--- src/rtl/prach_hb2_pair_sched.sv ---
// Pairs per-channel TDM samples into even/odd beats for prach_hb2_ch.
// Optional PRACH_PAIR_STATS_EN adds pair/drop counters.
module prach_hb2_pair_sched #(
  parameter int NumChannel     = 32,
  parameter int NumChannelUsed = 24
) (
  input  logic                  clk,
  input  logic                  rst_n,
  input  logic [15:0]           din_dq,
  input  logic                  din_dv,
  input  logic [7:0]            din_chn,
  input  logic                  sync_in,
  input  logic [NumChannel-1:0] ch_en,
  output logic [15:0]           dout_dp1,
  output logic [15:0]           dout_dp2,
  output logic                  dout_dv,
  output logic [7:0]            dout_chn,
  output logic                  sync_out,
  output logic                  err_chn,
  input  logic                  err_clr
`ifdef PRACH_PAIR_STATS_EN
  ,
  output logic [31:0]           pair_cnt,
  output logic [15:0]           drop_cnt
`endif
);

  localparam int IW = $clog2(NumChannel);
  localparam logic [7:0] UsedW = 8'(NumChannelUsed);

  logic [NumChannel-1:0] phase_q, phase_d;
  logic [15:0]           mem_q [NumChannel];
  logic                  sync_pend_q, sync_pend_d;
  logic                  err_q, err_d;
  logic [15:0]           dp1_q, dp1_d, dp2_q, dp2_d;
  logic                  dv_q, dv_d;
  logic [7:0]            chn_q, chn_d;
  logic                  so_q, so_d;

  logic [IW-1:0] idx;
  logic          legal, en, accept, emit, store;

  always_comb begin
    idx    = din_chn[IW-1:0];
    legal  = din_chn < UsedW;
    en     = ch_en[idx];
    accept = din_dv && legal && en;
    emit   = accept && !sync_in && phase_q[idx];
    store  = accept && (sync_in || !phase_q[idx]);

    // a disable anywhere kills that channel's half-pair
    phase_d = phase_q & ch_en;
    if (sync_in) phase_d = '0;
    if (store) phase_d[idx] = 1'b1;
    if (emit)  phase_d[idx] = 1'b0;

    dv_d  = emit;
    dp1_d = dp1_q;
    dp2_d = dp2_q;
    chn_d = chn_q;
    if (emit) begin
      dp1_d = din_dq;
      dp2_d = mem_q[idx];
      chn_d = din_chn;
    end

    so_d        = emit && (idx == '0) && sync_pend_q;
    sync_pend_d = sync_pend_q;
    if (so_d)    sync_pend_d = 1'b0;
    if (sync_in) sync_pend_d = 1'b1;

    err_d = err_q;
    if (err_clr)          err_d = 1'b0;
    if (din_dv && !legal) err_d = 1'b1;
  end

  always_ff @(posedge clk) begin
    if (store) mem_q[idx] <= din_dq;
  end

  always_ff @(posedge clk or negedge rst_n) begin
    if (!rst_n) begin
      phase_q     <= '0;
      sync_pend_q <= 1'b0;
      err_q       <= 1'b0;
      dp1_q       <= '0;
      dp2_q       <= '0;
      dv_q        <= 1'b0;
      chn_q       <= '0;
      so_q        <= 1'b0;
    end else begin
      phase_q     <= phase_d;
      sync_pend_q <= sync_pend_d;
      err_q       <= err_d;
      dp1_q       <= dp1_d;
      dp2_q       <= dp2_d;
      dv_q        <= dv_d;
      chn_q       <= chn_d;
      so_q        <= so_d;
    end
  end

  assign dout_dp1 = dp1_q;
  assign dout_dp2 = dp2_q;
  assign dout_dv  = dv_q;
  assign dout_chn = chn_q;
  assign sync_out = so_q;
  assign err_chn  = err_q;

`ifdef PRACH_PAIR_STATS_EN
  logic [31:0] pair_q, pair_d;
  logic [15:0] drop_q, drop_d;
  logic [16:0] drop_sum;
  logic [NumChannel-1:0] orphan;
  logic [15:0] nd;

  always_comb begin
    orphan = sync_in ? phase_q : (phase_q & ~ch_en);
    nd = '0;
    for (int i = 0; i < NumChannel; i++) nd = nd + 16'(orphan[i]);
    if (din_dv && !(legal && en)) nd = nd + 16'd1;
    drop_sum = {1'b0, drop_q} + {1'b0, nd};
    drop_d   = drop_sum[16] ? 16'hFFFF : drop_sum[15:0];
    pair_d   = pair_q;
    if (emit && pair_q != 32'hFFFF_FFFF) pair_d = pair_q + 32'd1;
    if (err_clr) begin
      pair_d = '0;
      drop_d = '0;
    end
  end

  always_ff @(posedge clk or negedge rst_n) begin
    if (!rst_n) begin
      pair_q <= '0;
      drop_q <= '0;
    end else begin
      pair_q <= pair_d;
      drop_q <= drop_d;
    end
  end

  assign pair_cnt = pair_q;
  assign drop_cnt = drop_q;
`endif

endmodule

--- config.mk ---
export PLATFORM = sky130hd
export DESIGN_NAME = prach_hb2_pair_sched
export DESIGN_NICKNAME = d
export VERILOG_FILES = /design/src/rtl/prach_hb2_pair_sched.sv
export SDC_FILE = /design/constraint.sdc
export NUM_CORES = 1
export LEC_CHECK = 0
export CAP_MARGIN = 20
export CORE_ASPECT_RATIO = 1.2
export CORE_MARGIN = 2
export CORE_UTILIZATION = 62
export CTS_BUF_LIST = sky130_fd_sc_hd__clkbuf_4 sky130_fd_sc_hd__clkbuf_8
export DETAILED_ROUTE_END_ITERATION = 10
export HOLD_SLACK_MARGIN = 0.03
export PLACE_DENSITY = 0.81
export SLEW_MARGIN = 10
export SYNTH_ARGS = -nofsm -noshare
export SYNTH_HDL_FRONTEND = slang
export SYNTH_SLANG_ARGS = --single-unit
export TNS_END_PERCENT = 5
--- constraint.sdc ---
create_clock -name clk -period 4.8 [get_ports clk]
set_input_delay 0.96 -clock clk [delete_from_list [all_inputs] [get_ports clk]]
set_output_delay 0.96 -clock clk [all_outputs]
set_load 0.01 [all_outputs]
==> results.yml <==
cells_and_area:
  syn_to_final_growth_pct: 18.98
  drive_gt1_share_pct: 28.40
  nNetsFinal: 1488
  diodes: 0
  design_area_um2: 27310
  final_cells: 1974
route:
  drt-total-wl_um: 52570
  num_vias: 12460
  wl_per_cell_um: 26.63
  drtAntennaViolNets: 0
  drtPass1Iterations: 5
  drt_iter0_drc: 1458
  vias_per_cell: 6.312
  drc: 0
yosys:
  ys_ff_latch: 588
  avgSynthCellArea_um2: 20.70
  netlist_top_cells_count: "512 x edfxtp_1, 131 x mux4_2, 76 x dfrtp_1"
  synth_largest_area_cell: "edfxtp_1"
  yosysWarnings: 0
  synth-async-reset-ratio_pct: 12.93
  ys_seq_area_share_pct: 75.28
  synth_area_um2: 22950
  synth_cell_types: 44
  synth_area_leaders: "edfxtp_1 67%, mux4_2 13%, dfrtp_1 8.3%, mux2i_1 2.1%, a22oi_1 2.1%"
  synth_edf_count: 512
  synth_top_area_share_pct: 66.99
  synth.most_common_cell: "edfxtp_1"
  syn_inst: 1109
  synthFlopType: "edfxtp_1"
worst_setup_path:
  crit_fanout: 23
  critPathMaxStageDelay_ns: 0.78
  crit_arrival_ns: 4.10
  reg2reg_setup_slack_ns: 2.11
  cp_cell_sequence: "clkdlybuf4s50_1, and3b_1, buf_4, a31oi_1, o211ai_1, and2_2, buf_12, nor4_2, buf_4"
  crit_top_cell: "buf_4"
  end_kind: "flip-flop"
  required_ns: 5.11
  start_kind: "input pin"
  cp_top_family: "buffers and inverters"
  crit_type: "input pin to flip-flop"
  slowest_stage: "clkdlybuf4s50_1"
  timing.critical_path.buf_inv: 4
pwr:
  p_int_mw: 8.229
  seqPwrFrac_pct: 54.7
  peakVddDrop_uv: 249.4
  p_leak_nw: 9.747
  combPwrFrac_pct: 6.6
  clockPowerShare_pct: 38.7
  p_sw_mw: 2.258
  p_per_area_nw_per_um2: 384.1
  p_sw_share_pct: 21.53
sta:
  worst_pin_slew_ns: 0.9704
  fmax_mhz: 263.4
  finalSetupViolCount: 0
  fin_skew_ns: 0.02758
  min_period_ns: 3.796
  timing.final.hold_violations: 0
  slew_viol_final: 0
  rsz0062_at_grt: "false"
  tns_ns: 0
  final.period_utilization_pct: 79.09
  max_slew_margin_pct: 35.31
floorplanning:
  die_h_um: 214.8
  std_cell_rows: 77
  die_w_um: 179.6
  die-area_um2: 38580
  start_util_pct: 62.53
  coreArea_um2: 36710
  io_pins: 104
place:
  finalWeightedCongestion: 0.8983
  place_area_um2: 25410
  dp.cells: 1808
  io_buffers: 103
  dpl.hpwl_um: 32410
global_route:
  grt_overflow_total: 0
  antenna_found_initial: 0
  grt_max_degree: 94
  grt_pass1_vias: 12840
  gr-usage-all-layers_pct: 27.90
  grt_first_pass_wirelength_um: 78720
hold_path:
  worst_hold_path_type: "input pin to async pin"
cts:
  cts_tree: "done"
  cts_buffer_depth: 3
  cts_buffers: 85
  cts.clk_slew.worst_paths_ns: 0.07
  clockRootBuffer: "clkbuf_8"
  postCtsSetupRepairBufs: 0
  h-tree-depth: 3
  clk_latency_ns: 0.66
  clock_sinks: 588
  cts_resized: 0
  hold_buffers: 0
job:
  maxCapViolCount: 0
run_status:
  outcome: "finished, final reports clean"
[power by group through the flow]
stage          Clock, mW  Combinational (mW)  Sequential, mW
2_1_floorplan          0               0.325            5.84
3_3_place_gp           0               0.657            5.84
3_5_place_dp           0               0.669            5.85
4_1_cts             4.13               0.673            5.74
5_1_grt             4.33               0.730            5.75
6_report            4.06               0.688            5.74
[area by class of cell]
type,instances,area (um^2)
Clock buffer,126,1528
Clock inverter,34,259.0
Fill cell,2008,9400
Inverter,6,25.02
Multi-Input combinational cell,570,5956
Sequential cell,588,17280
Tap cell,474,593.1
Timing Repair Buffer,176,1669
[cells by family after synthesis]
| group | Yosys count | synth area share (%) |
|---|---|---|
| muxes | 218 | 17.00 |
| AOI/OAI and AO/OA | 85 | 2.775 |
| buffers and inverters | 78 | 1.477 |
| DFF | 588 | 75.28 |
| other | 1 | 0.01634 |
| and+or+nand+nor | 139 | 3.451 |
[worst register-to-register path, cell delays in order, from the launching register on]
cell,delay [ns]
dfrtp_1,0.39
mux2i_1,0.24
o21ai_0,0.13
nor4_1,0.25
o211ai_1,0.24
and2_2,0.29
buf_12,0.17
nor4_2,0.26
buf_4,0.36
[sequential cells by signal, indices dropped and copies added, names as in the netlist]
name and flops:
sync_out 1, phase_q 32, dout_dp2 16, err_chn 1
sync_pend_q 1, dout_chn 8, dout_dp1 16, mem_q 512
dout_dv 1
[worst paths after layout]
kind | start | to | cells after the start
setup / recovery | din_chn[2] | mem_q[5][2] | 9
hold / removal | rst_n | phase_q[15] | 1
setup reg to reg | phase_q[17] | mem_q[5][2] | 8
hold reg to reg | sync_pend_q | sync_pend_q | 1
max in group asynchronous | rst_n | dout_dp2[5] | 2
min in group clk | sync_pend_q | sync_pend_q | 1
[metrics by stage]
step                      total power [mW]  worst slack [ns]  hold WS (ns)  utilization (%)
after floorplan                      6.170           0.09998        0.4491                -
after global placement               6.493            0.6422        0.4615            69.23
after detailed placement             6.514            0.4696        0.4668            69.23
after CTS                            10.55             1.132        0.4798            74.10
after global routing                 10.81            0.9888        0.2934            74.39
final                                10.49             1.004        0.2767            74.39
[cell usage in the layout, fill, tap and decap left out, drive strengths merged, types with 13 or more instances in the layout]
cell type,count
clkdlybuf4s50,99
clkbuf,126
mux2,38
conb,128
nand3,53
nand4,17
mux2i,49
dfrtp,76
nor2,13
buf,77
edfxtp,512
clkinv,25
mux4,131
a22oi,64
nor4,20
[layer usage]
metal,track usage (%),vias to the layer above,share of wire [%]
met5,0,-,0
met4,13.63,0,4.5
met3,7.016,158,10
met2,43.63,825,49
met1,37.36,6317,37
li1,-,5160,-
No activity file was read; power rests on OpenSTA's default activity.
